===== src/rtl/div_share_ctrl_if.sv =====
// div_share_ctrl bus bundle: requester handshake, response
// and divider-side signals grouped for the controller.
interface div_share_ctrl_if #(
    parameter int NREQ = 4,
    parameter int DW   = 13,
    parameter int QW   = 12
);
    logic [NREQ-1:0]    req_valid;
    logic [NREQ-1:0]    req_ready;
    logic [NREQ*DW-1:0] req_dividend;
    logic [NREQ*DW-1:0] req_divisor;
    logic [NREQ-1:0]    rsp_valid;
    logic [QW-1:0]      rsp_quotient;
    logic               rsp_dz;
    logic               idle;
    logic               div_start;
    logic [DW-1:0]      div_dividend;
    logic [DW-1:0]      div_divisor;
    logic [QW-1:0]      div_quotient;

    modport master (
        input  req_valid, req_dividend, req_divisor, div_quotient,
        output req_ready, rsp_valid, rsp_quotient, rsp_dz, idle,
        output div_start, div_dividend, div_divisor
    );

    modport slave (
        output req_valid, req_dividend, req_divisor, div_quotient,
        input  req_ready, rsp_valid, rsp_quotient, rsp_dz, idle,
        input  div_start, div_dividend, div_divisor
    );
endinterface


===== src/rtl/div_share_ctrl.sv =====
// div_share_ctrl: round-robin sharing of one pipelined divider
// among NREQ requesters, with a tag line matching its latency.
module div_share_ctrl #(
    parameter int NREQ    = 4,
    parameter int DW      = 13,
    parameter int QW      = 12,
    parameter int DIV_LAT = 12
) (
    input  logic           clk,
    input  logic           rst,
    div_share_ctrl_if.master bus
);
    localparam int IW = (NREQ > 1) ? $clog2(NREQ) : 1;
    localparam int CW = $clog2(DIV_LAT + 3);

    logic [IW-1:0]   r_ptr;
    logic [DIV_LAT:0] r_tv;
    logic [DIV_LAT:0] r_tdz;
    logic [IW-1:0]   r_tid [DIV_LAT+1];
    logic [NREQ-1:0] r_rsp_valid;
    logic [QW-1:0]   r_rsp_q;
    logic            r_rsp_dz;
    logic            r_start;
    logic [DW-1:0]   r_dd;
    logic [DW-1:0]   r_dv;
    logic [CW-1:0]   r_cnt;

    logic            w_hs;
    logic [IW-1:0]   w_gid;
    logic [IW-1:0]   w_idx;
    logic [NREQ-1:0] w_grant;
    logic [DW-1:0]   w_dd;
    logic [DW-1:0]   w_dv;
    logic            w_rsp;
    logic            w_rsp_out;

    // Round-robin search starting at the pointer; no grant in reset.
    always_comb begin
        w_hs  = 1'b0;
        w_gid = '0;
        w_idx = '0;
        for (int k = 0; k < NREQ; k++) begin
            w_idx = IW'((int'(r_ptr) + k) % NREQ);
            if (!w_hs && bus.req_valid[w_idx]) begin
                w_hs  = 1'b1;
                w_gid = w_idx;
            end
        end
        if (rst) begin
            w_hs = 1'b0;
        end
    end

    assign w_grant   = w_hs ? (NREQ'(1) << w_gid) : '0;
    assign w_dd      = bus.req_dividend[w_gid*DW +: DW];
    assign w_dv      = bus.req_divisor[w_gid*DW +: DW];
    assign w_rsp     = r_tv[DIV_LAT];
    assign w_rsp_out = |r_rsp_valid;

    assign bus.req_ready    = w_grant;
    assign bus.rsp_valid    = r_rsp_valid;
    assign bus.rsp_quotient = r_rsp_q;
    assign bus.rsp_dz       = r_rsp_dz;
    assign bus.idle         = (r_cnt == '0);
    assign bus.div_start    = r_start;
    assign bus.div_dividend = r_dd;
    assign bus.div_divisor  = r_dv;

    // Requester ids ride alongside the valid bits; no reset needed
    // since a slot is only consumed when its valid bit is set.
    always_ff @(posedge clk) begin
        r_tid[0] <= w_gid;
        for (int k = 1; k <= DIV_LAT; k++) begin
            r_tid[k] <= r_tid[k-1];
        end
    end

    // Issue, tag shifting, response steering and in-flight count.
    always_ff @(posedge clk) begin
        if (rst) begin
            r_ptr       <= '0;
            r_tv        <= '0;
            r_tdz       <= '0;
            r_rsp_valid <= '0;
            r_rsp_q     <= '0;
            r_rsp_dz    <= 1'b0;
            r_start     <= 1'b0;
            r_dd        <= '0;
            r_dv        <= '0;
            r_cnt       <= '0;
        end else begin
            r_start <= 1'b1;
            if (w_hs) begin
                r_dd  <= w_dd;
                r_dv  <= w_dv;
                r_ptr <= (w_gid == IW'(NREQ - 1)) ? '0 : w_gid + 1'b1;
            end
            r_tv  <= {r_tv[DIV_LAT-1:0], w_hs};
            r_tdz <= {r_tdz[DIV_LAT-1:0], w_hs & (w_dv == '0)};
            if (w_rsp) begin
                r_rsp_valid <= NREQ'(1) << r_tid[DIV_LAT];
                r_rsp_q     <= r_tdz[DIV_LAT] ? '1 : bus.div_quotient;
                r_rsp_dz    <= r_tdz[DIV_LAT];
            end else begin
                r_rsp_valid <= '0;
                r_rsp_dz    <= 1'b0;
            end
            case ({w_hs, w_rsp_out})
                2'b10:   r_cnt <= r_cnt + 1'b1;
                2'b01:   r_cnt <= r_cnt - 1'b1;
                default: r_cnt <= r_cnt;
            endcase
        end
    end
endmodule


===== src/flat_wrapper.sv =====
// flat-port wrapper written by rule: the top's interface ports become plain ports
module div_share_ctrl_flat 
#(
    parameter int NREQ    = 4,
    parameter int DW      = 13,
    parameter int QW      = 12,
    parameter int DIV_LAT = 12
)
  (clk, rst, bus_req_valid, bus_req_dividend, bus_req_divisor, bus_div_quotient, bus_req_ready, bus_rsp_valid, bus_rsp_quotient, bus_rsp_dz, bus_idle, bus_div_start, bus_div_dividend, bus_div_divisor);
  div_share_ctrl_if #(.NREQ(NREQ), .DW(DW), .QW(QW)) bus_i ();
  input  logic clk;
  input  logic rst;
  input wire logic [$bits(bus_i.req_valid)-1:0] bus_req_valid;
  input wire logic [$bits(bus_i.req_dividend)-1:0] bus_req_dividend;
  input wire logic [$bits(bus_i.req_divisor)-1:0] bus_req_divisor;
  input wire logic [$bits(bus_i.div_quotient)-1:0] bus_div_quotient;
  output wire logic [$bits(bus_i.req_ready)-1:0] bus_req_ready;
  output wire logic [$bits(bus_i.rsp_valid)-1:0] bus_rsp_valid;
  output wire logic [$bits(bus_i.rsp_quotient)-1:0] bus_rsp_quotient;
  output wire logic [$bits(bus_i.rsp_dz)-1:0] bus_rsp_dz;
  output wire logic [$bits(bus_i.idle)-1:0] bus_idle;
  output wire logic [$bits(bus_i.div_start)-1:0] bus_div_start;
  output wire logic [$bits(bus_i.div_dividend)-1:0] bus_div_dividend;
  output wire logic [$bits(bus_i.div_divisor)-1:0] bus_div_divisor;
  assign bus_i.req_valid = bus_req_valid;
  assign bus_i.req_dividend = bus_req_dividend;
  assign bus_i.req_divisor = bus_req_divisor;
  assign bus_i.div_quotient = bus_div_quotient;
  assign bus_req_ready = bus_i.req_ready;
  assign bus_rsp_valid = bus_i.rsp_valid;
  assign bus_rsp_quotient = bus_i.rsp_quotient;
  assign bus_rsp_dz = bus_i.rsp_dz;
  assign bus_idle = bus_i.idle;
  assign bus_div_start = bus_i.div_start;
  assign bus_div_dividend = bus_i.div_dividend;
  assign bus_div_divisor = bus_i.div_divisor;
  div_share_ctrl #(.NREQ(NREQ), .DW(DW), .QW(QW), .DIV_LAT(DIV_LAT)) u_core (.clk(clk), .rst(rst), .bus(bus_i));
endmodule

===== config.mk =====
export PLATFORM = sky130hd
export DESIGN_NAME = div_share_ctrl_flat
export DESIGN_NICKNAME = d
export VERILOG_FILES = /design/src/rtl/div_share_ctrl_if.sv /design/src/rtl/div_share_ctrl.sv /design/src/flat_wrapper.sv
export SDC_FILE = /design/constraint.sdc
export NUM_CORES = 1
export LEC_CHECK = 0
export CORE_MARGIN = 3
export CORE_UTILIZATION = 46
export DETAILED_ROUTE_END_ITERATION = 8
export GPL_ROUTABILITY_DRIVEN = 1
export GPL_TIMING_DRIVEN = 0
export PLACE_DENSITY = 0.95
export SLEW_MARGIN = 25
export SYNTH_ARGS = -nofsm -noshare
export SYNTH_HDL_FRONTEND = slang
export SYNTH_SLANG_ARGS = --single-unit

===== constraint.sdc =====
create_clock -name clk -period 5.3 [get_ports clk]
set_input_delay 1.06 -clock clk [delete_from_list [all_inputs] [get_ports clk]]
set_output_delay 1.06 -clock clk [all_outputs]
set_load 0.02 [all_outputs]

### Word-level counts from Yosys, hierarchy flattened

Memory sizes are Yosys's and may differ from the RTL's.
Index checks and enable logic that the tools add are counted.

| storage, ports and cells | value |
|---|---|
| memories kept | 1 |
| memory bits (writable) | 26 |
| bits in registers | 76 |
| output and inout port bits | 49 |

| operators by class | value |
|---|---|
| bitwise gates (word level) | 2 |
| equality and inequality tests | 3 |
| multiplexer cells | 22 |
| shifts and indexed selects | 4 |
| add/sub/neg operators | 6 |
| order comparisons | 4 |
| multipliers | 1 |
| reductions and logical operators | 11 |

Memories:

| name | words | width | read ports | clocked after Yosys merged registers in | wr ports | RTL line | RTL |
|---|---|---|---|---|---|---|---|
| u_core.r_tid | 13 | 2 | 13 | 0 | 13 | div_share_ctrl.sv:19 | `logic [IW-1:0] r_tid [DIV_LAT+1];` |

Operators by type and width:

| operator | number |
|---|---|
| $shiftx A52 B7 Y13 | 2 |
| $logic_not A13 Y1 | 1 |
| $lt A2 B3 Y1 const B | 4 |
| $mux W12 | 1 |
| $mux W1 | 10 |
| $mux W2 | 5 |
| $bmux W1 S2 | 4 |
| $pmux W4 S2 | 1 |
| $shl A1 B2 Y4 const A | 2 |
| $mul A2 B4 Y6 const B | 1 |
| $add A2 B1 Y2 const B | 2 |
| $add A2 B2 Y2 const B | 2 |
| $add A4 B1 Y4 const B | 1 |
| $eq A2 B2 Y1 const B | 2 |
| $logic_not A4 Y1 | 1 |
| $mux W4 | 1 |
| $reduce_or A4 Y1 | 1 |
| $sub A4 B1 Y4 const B | 1 |
| $logic_and A1 B1 Y1 | 3 |
| $logic_not A1 Y1 | 3 |
| $eq A2 B1 Y1 const B | 1 |
| $reduce_bool A2 Y1 | 1 |
| $reduce_or A2 Y1 | 1 |
| $and A1 B1 Y1 | 1 |
| $not A1 Y1 | 1 |

### Logic depth before layout (Yosys ltp)

Gate-level depths: netlist of run 1.

| logic depth | value |
|---|---|
| word-level depth | 16 |
| depth in mapped cells | 12 |
| gate-level depth less buffers | 11 |

### Worst setup path after synthesis of run 1

Ideal clock, no wire load.

| timing path | value |
|---|---|
| path type | input-to-output |
| start point | in bus_req_valid[2] |
| end point | out bus_req_ready[0] |
| data arrival time | 2.587 ns |
| cell stages on the path | 8 |
| slack | 1.653 ns |
| cells stage by stage | nor2b_1 or3_1 a21oi_1 buf_4 inv_1 clkbuf_1 ha_1 and2_1 |

| between the ends | value |
|---|---|
| cells in the longest elaborated chain, start to end | 14 |
| elaborated cells on any way between the ends | 25 |
| those cells by class | 1 x shift; 18 x mux; 6 x reduce/logical |

RTL lines:

| element | RTL line | RTL |
|---|---|---|
| start, declared | flat_wrapper.sv:13 | `input wire logic [$bits(bus_i.req_valid)-1:0] bus_req_valid;` |
| $bmux W1 S2 | div_share_ctrl.sv:44 | `if (!w_hs && bus.req_valid[w_idx]) begin` |
| $mux W1 (not written as such) | div_share_ctrl.sv:44 |  |
| $mux W1 | div_share_ctrl.sv:44 |  |
| $logic_not A1 Y1 | div_share_ctrl.sv:44 |  |
| $logic_and A1 B1 Y1 | div_share_ctrl.sv:44 |  |
| $mux W1 | div_share_ctrl.sv:44 |  |
| $logic_not A1 Y1 | div_share_ctrl.sv:44 |  |
| $logic_and A1 B1 Y1 | div_share_ctrl.sv:44 |  |
| $mux W1 | div_share_ctrl.sv:44 |  |
| $logic_not A1 Y1 | div_share_ctrl.sv:44 |  |
| $logic_and A1 B1 Y1 | div_share_ctrl.sv:44 |  |
| $mux W2 / $mux W1 (equally long branches) | div_share_ctrl.sv:44 |  |
| $shl A1 B2 Y4 / $mux W1 (equally long branches) | div_share_ctrl.sv:54, div_share_ctrl.sv:49 |  |
| $mux W4 * | div_share_ctrl.sv:54 | `assign w_grant = w_hs ? (NREQ'(1) << w_gid) : '0;` |
| end, declared | flat_wrapper.sv:17 | `output wire logic [$bits(bus_i.req_ready)-1:0] bus_req_ready;` |

Mark *: on every way between the ends. The rest lies on a longest branch, timed or not. The select of a mux whose other input is x is not followed.

### Worst setup path after layout of run 1

| timing path | value |
|---|---|
| start point | in bus_req_valid[2] |
| end point | out bus_req_ready[3] |

| between the ends | value |
|---|---|
| cells in the longest elaborated chain, start to end | 14 |
| elaborated cells on any way between the ends | 25 |
| those cells by class | 1 x shift; 18 x mux; 6 x reduce/logical |

RTL lines:

| element | RTL line | RTL |
|---|---|---|
| $bmux W1 S2 | div_share_ctrl.sv:44 |  |
| $mux W1 (not written as such) | div_share_ctrl.sv:44 |  |
| $mux W1 | div_share_ctrl.sv:44 |  |
| $logic_not A1 Y1 | div_share_ctrl.sv:44 |  |
| $logic_and A1 B1 Y1 | div_share_ctrl.sv:44 |  |
| $mux W1 | div_share_ctrl.sv:44 |  |
| $logic_not A1 Y1 | div_share_ctrl.sv:44 |  |
| $logic_and A1 B1 Y1 | div_share_ctrl.sv:44 |  |
| $mux W1 | div_share_ctrl.sv:44 |  |
| $logic_not A1 Y1 | div_share_ctrl.sv:44 |  |
| $logic_and A1 B1 Y1 | div_share_ctrl.sv:44 |  |
| $mux W2 * | div_share_ctrl.sv:44 |  |
| via u_core.w_gid[1] | div_share_ctrl.sv:29 | `logic [IW-1:0] w_gid;` |
| $shl A1 B2 Y4 * | div_share_ctrl.sv:54 |  |
| $mux W4 * | div_share_ctrl.sv:54 |  |

The timed path passes the listed nets; every way through them passes the cells marked *. The select of a mux whose other input is x is not followed.

==> impl_metrics.toml, run 1 <==
[worst_setup_path]
cp.depth = 11
path_cells = "clkdlybuf4s50_1 -> nor2b_1 -> a221o_1 -> o21a_1 -> buf_6 -> buf_6 -> buf_2 -> buf_2 -> ha_1 -> and2_1 -> clkdlybuf4s50_1"
max_stage_delay_ns = 0.62
r2r_start = "u_core.r_ptr[1]"
worst_r2r_path_depth = 9
reg2reg_to = "u_core.bus.div_dividend[8]"
cpLargestDelayFamily = "buffers and inverters"
r2r_setup_slack_ns = 2.94
crit_path_top_delay_cell = "clkdlybuf4s50_1"
required_ns = 4.24
cp.arrival_ns = 3.89
critPathCapture = "bus_req_ready[3]"
worstSetupStartpoint = "bus_req_valid[2]"
worstPathMaxFanout = 12
worst-path-buf-inv = 6
critPathKind = "input port to output port"
cp-start-kind = "input port"
end_kind = "output port"

[detailed_routing]
postRouteAntennaNets = 0
wl_per_cell_um = 16.3
firstDrtPassIters = 4
drt-total-wl_mm = 11.7
first_iter_violations = 124
via_per_inst = 5.25
vias = 3771
drc_errors = 0

[synthesis]
ys_warn_count = 0
synth.area.top_cells = "dfxtp_1 51%, mux2i_1 8.8%, nand2_1 8.6%, nor2b_1 4.2%, a21oi_1 3.4%"
synth_edf_count = 0
synth_ff_type = "dfxtp_1"
syn_inst = 428
syn_area_mm2 = 0.00399
synth_top_area_share_pct = 51.2
async_reset_ff_share_pct = 0
ys_ff_latch = 102
synth_nets = 557
synth.distinct_cells = 36
syn_avg_cell_area_um2 = 9.32
yosys.area.top_type = "dfxtp_1"
synth_seq_area_share_pct = 51.2

[clock_network]
hold_buffers = 0
clk_latency_ns = 0.36
post_cts_resized = 0
clk_pin_slew_ns = 0.10
cts.sinks = 102
cts_setup_buffers = 0
clockRootBuffer = "clkbuf_8"
htree_levels = 3
cts_buffers = 9
cts_buffer_depth = 2
cts_tree = "built"

[place]
gp_congestion = 0.826
portBuffers = 169
dpl-instance-area_mm2 = 0.00581
dpl.hpwl_mm = 9.06

[global_route]
grt.overflow.total = 0
grt_pass1_wl_mm = 18.7
grt_pass1_vias = 4004
grtUsageTotal_pct = 23.9
grt_max_degree = 19
antenna_found_initial = 0

[floorplanning]
die_x_um = 99.1
start_util_pct = 48.0
die-area_mm2 = 0.00982
die_h_um = 99.1
rows = 33
io_pins = 171
coreArea_mm2 = 0.00830

[layout]
drive_gt1_share_pct = 5.06
area_growth_pct = 50.5
antenna_cells = 0
mostFrequentLayoutCell = "clkdlybuf4s50_1"
regArea_mm2 = 0.00204
mostFrequentLayoutCells = "169 x clkdlybuf4s50_1, 102 x dfxtp_1, 91 x nand2_1, 35 x mux2i_1"
multi_input_area_mm2 = 0.00179
finalNetCount = 737
final_util_pct = 72.3
fill_cells = 573
fin_area_mm2 = 0.00600

[sta]
max_slew_margin_pct = 57.8
period_share_pct = 93.5
worstMarginPinSlew_ns = 0.634
finalCriticalPeriod_ns = 4.95
hold_viol = 0
clock_skew_ns = 0.0134
fmax_ghz = 0.202
slew_viol_final = 0
tns_ns = 0
setup_violations = 0
rsz0062_at_grt = "no"

[min_path]
min_path_type = "flop to flop"

[status]
status = "finished clean"

[power]
p_leak_nw = 2.41
finalPower_mw = 1.92
ir_drop_mv = 0.166
p_per_area_mw_per_mm2 = 319

[run]
max_cap_violations = 0
[per-layer routing]
metal	GRT usage, %	share of wire [%]
met4	12.0	3.5
met1	25.3	38
met2	42.6	48
met5	0	0
met3	7.57	10
[worst reg2reg max path, cell delays in order, from the launching register on]
cell and delay (ns):
dfxtp_1 0.41, nand2_1 0.07, a221o_1 0.32, o21a_1 0.11
buf_6 0.15, clkinv_1 0.15, clkbuf_1 0.43, nand2_1 0.12
a311o_1 0.37, a21oi_1 0.16
[power by group]
group | total [mW] | internal, mW | leakage (nW) | switching, mW
sequential | 0.890 | 0.853 | 0.840 | 0.0367
combinational | 0.567 | 0.290 | 1.48 | 0.278
clock | 0.458 | 0.190 | 0.0939 | 0.268
total | 1.92 | 1.33 | 2.41 | 0.582
[cells by family (layout without fill, tap and decap cells)]
group                    count (synthesis)  in the layout  synth area share [%]
flip-flops                             102            102                  51.2
XOR/XNOR                                 4              4                 0.879
adder cells (fa/ha/maj)                  7              7                  2.20
buffers and inverters                   34            219                  3.86
AND/OR/NAND/NOR                        178            178                  21.1
multiplexers                            40             40                  10.2
AO/OA/AOI/OAI                           63             63                  10.6
[through the flow]
stage               hold WS [ns]  worst slack (ns)  std cells
global placement           0.312             0.387        702
global route               0.331             0.209        718
CTS                        0.324             0.358        718
detailed placement         0.312             0.362        702
finish                     0.321             0.346        718
floorplan                  0.310              1.65        428
[synthesized netlist by cell type (2+ instances only)]
cell      count
and2_1        5
ha_1          7
or4_1         3
buf_6         2
mux2_2        5
nor2_1       26
dfxtp_1     102
nor4bb_1      2
o21ai_0       2
a311o_1      13
a21oi_1      27
o21a_1        6
o22ai_1      12
xor2_1        3
buf_2         6
and3_1       14
or3_1         2
nand2_1      91
clkbuf_1     17
nor4_1        2
nor2b_1      27
inv_1         6
mux2i_1      35
[layout make-up]
class | instances | share of cell area [%]
Clock inverter | 6 | 0.855
Sequential cell | 102 | 34.0
Tap cell | 105 | 2.19
Clock buffer | 10 | 2.29
Multi-Input combinational cell | 292 | 29.9
Inverter | 7 | 0.438
Timing Repair Buffer | 169 | 28.2
Buffer | 27 | 2.13
[worst min path at each step]
stage | from | endpoint | slack [ns] | cells after the start
floorplan | u_core.r_tid[0][8] | u_core.r_tid[0][10] | 0.31 | 0
global placement | u_core.r_tid[0][1] | u_core.r_tid[0][3] | 0.31 | 0
detailed placement | u_core.r_tid[0][4] | u_core.r_tid[0][6] | 0.31 | 0
CTS | u_core.r_tid[0][10] | u_core.r_tid[0][12] | 0.32 | 0
global route | u_core.r_tid[0][10] | u_core.r_tid[0][12] | 0.33 | 0
finish | u_core.r_tid[0][10] | u_core.r_tid[0][12] | 0.32 | 0
[sequential cells by signal, summed over array words and instances, names as in the netlist]
| name | count |
|---|---|
| u_core.bus.div_start | 1 |
| u_core.r_tdz | 13 |
| u_core.bus.rsp_valid | 4 |
| u_core.bus.rsp_dz | 1 |
| u_core.r_tid | 26 |
| u_core.r_ptr | 2 |
| u_core.r_cnt | 4 |
| u_core.bus.rsp_quotient | 12 |
| u_core.bus.div_dividend | 13 |
| u_core.r_tv | 13 |
| u_core.bus.div_divisor | 13 |
No activity file was read; power rests on OpenSTA's default activity.
==> run 2, diff against run 1 <==
--- a/config.mk
+++ b/config.mk
@@ -5,8 +5,10 @@
 export SDC_FILE = /design/constraint.sdc
 export NUM_CORES = 1
 export LEC_CHECK = 0
+export CAP_MARGIN = 25
 export CORE_MARGIN = 3
 export CORE_UTILIZATION = 46
+export CTS_BUF_LIST = sky130_fd_sc_hd__clkbuf_16
 export DETAILED_ROUTE_END_ITERATION = 8
 export GPL_ROUTABILITY_DRIVEN = 1
 export GPL_TIMING_DRIVEN = 0
==> run 2 against run 1 <==
  * Total power is 8.2% higher
  * First-iteration DRC count increased by 4.0%
  * Critical path depth stayed put
  * Design area increased by 1.5%
  * Cell count stayed put
  * Critical path type unchanged
  * Critical endpoint unchanged
  * Largest cell class unchanged
==> impl_metrics.toml, run 2 (synthesis results as in run 1) <==
[sta]
tns_ns = 0
fmax_ghz = 0.202
slew_viol_final = 0
clock_skew_ns = 0.0103
period_share_pct = 93.4
hold_viol = 0
finalCriticalPeriod_ns = 4.95
worstMarginPinSlew_ns = 0.658
rsz0062_at_grt = "no"
max_slew_margin_pct = 56.2
holdWs_ns = 0.318
setup_violations = 0

[detailed_routing]
drt-total-wl_mm = 11.9
wl_per_cell_um = 16.6
postRouteAntennaNets = 0
firstDrtPassIters = 4
first_iter_violations = 129
drc_errors = 0
via_per_inst = 5.30
vias = 3802

[global_route]
grt_max_degree = 19
grtUsageTotal_pct = 24.4
grt_pass1_vias = 4023
grt.overflow.total = 0
grt_pass1_wl_mm = 19.1
antenna_found_initial = 0

[min_path]
min_path_type = "flop to flop"
worstHoldEndpoint = "u_core.r_tid[0][12]"
min_delay_path_depth = 0
min_from = "u_core.r_tid[0][10]"

[worst_setup_path]
end_kind = "output port"
required_ns = 4.24
r2r_start = "u_core.bus.rsp_valid[1]"
reg2reg_to = "u_core.r_cnt[2]"
cp.arrival_ns = 3.89
critPathKind = "input port to output port"
worst_r2r_path_depth = 8
r2r_setup_slack_ns = 2.81
cp-start-kind = "input port"
worstPathMaxFanout = 12

[floorplanning]
io_pins = 171
coreArea_mm2 = 0.00830
die_h_um = 99.1
start_util_pct = 48.0
die-area_mm2 = 0.00982
die_x_um = 99.1
rows = 33

[layout]
mostFrequentLayoutCells = "169 x clkdlybuf4s50_1, 102 x dfxtp_1, 91 x nand2_1, 35 x mux2i_1"
finalNetCount = 737
mostFrequentLayoutCell = "clkdlybuf4s50_1"
antenna_cells = 0
top_register = "u_core.r_tid"
largest_reg_flops = 26
area_growth_pct = 52.7
drive_gt1_share_pct = 4.89
fill_cells = 561

[clock_network]
clockRootBuffer = "clkbuf_16"
cts_tree = "built"
hold_buffers = 0
post_cts_resized = 0
clk_latency_ns = 0.33
cts_buffers = 9
cts_buffer_depth = 2
cts.sinks = 102
cts_setup_buffers = 0
clk_pin_slew_ns = 0.07
htree_levels = 3

[run]
max_cap_violations = 0

[place]
portBuffers = 169
dpl.hpwl_mm = 9.06
gp_congestion = 0.826

[status]
status = "finished clean"

[power]
ir_drop_mv = 0.236
p_leak_nw = 2.45
p_per_area_mw_per_mm2 = 340
-- run 2: cell types whose count changed in the layout (fill, tap and decap cells not counted) --
cell	previous run	this run
clkbuf_16	0	9
clkbuf_8	10	0
clkinv_1	1	2
-- run 2: power by group --
group,switching [mW],internal [mW],total [mW]
logic,0.276,0.290,0.566
clock network,0.290,0.324,0.613
registers,0.0382,0.854,0.892
total,0.604,1.47,2.07
-- run 2: cell type report --
cell class	count	area, um2	share of cell area (%)
inverter	7	26.3	0.431
buffer	27	128	2.10
sequential	102	2040	33.5
clock buffer	9	225	3.70
timing repair buffer	169	1690	27.8
tap	105	131	2.16
multi-input combinational	292	1790	29.4
clock inverter	7	55.1	0.904
-- run 2: layer usage --
layer	up-vias	global-route usage, %	wire length (um)
met2	204	44.8	5910
met3	24	7.36	1220
met1	1763	25.7	4410
li1	1811	-	-
met4	0	10.4	365
met5	-	0	0
-- run 2: stage by stage --
step           instance area (um2)  setup slack [ns]  total power [mW]  std cells  util (%)
6_report                      6090             0.351              2.07        718      73.4
5_1_grt                       6090             0.213              2.16        718      73.4
4_1_cts                       6090             0.358              2.07        718      73.4
3_5_place_dp                  5810             0.362              1.46        702      70.0
3_3_place_gp                  5810             0.387              1.45        702      70.0
2_1_floorplan                 3990              1.65              1.21        428         -
-- run 2: worst max-delay path: stages --
cell	delay, ns
clkdlybuf4s50_1	0.52
nor2b_1	0.18
a221o_1	0.16
o21a_1	0.13
buf_6	0.17
buf_6	0.19
buf_2	0.25
buf_2	0.29
ha_1	0.18
and2_1	0.13
clkdlybuf4s50_1	0.62
-- run 2: how the worst max path moves through the flow --
| stage | from | endpoint | cells after the start |
|---|---|---|---|
| CTS | bus_req_valid[2] | bus_req_ready[3] | 11 |
| floorplan | bus_req_valid[2] | bus_req_ready[0] | 8 |
| finish | bus_req_valid[2] | bus_req_ready[3] | 11 |
| global placement | bus_req_valid[2] | bus_req_ready[3] | 11 |
| global route | bus_req_valid[0] | bus_req_ready[2] | 10 |
| detailed placement | bus_req_valid[2] | bus_req_ready[3] | 11 |
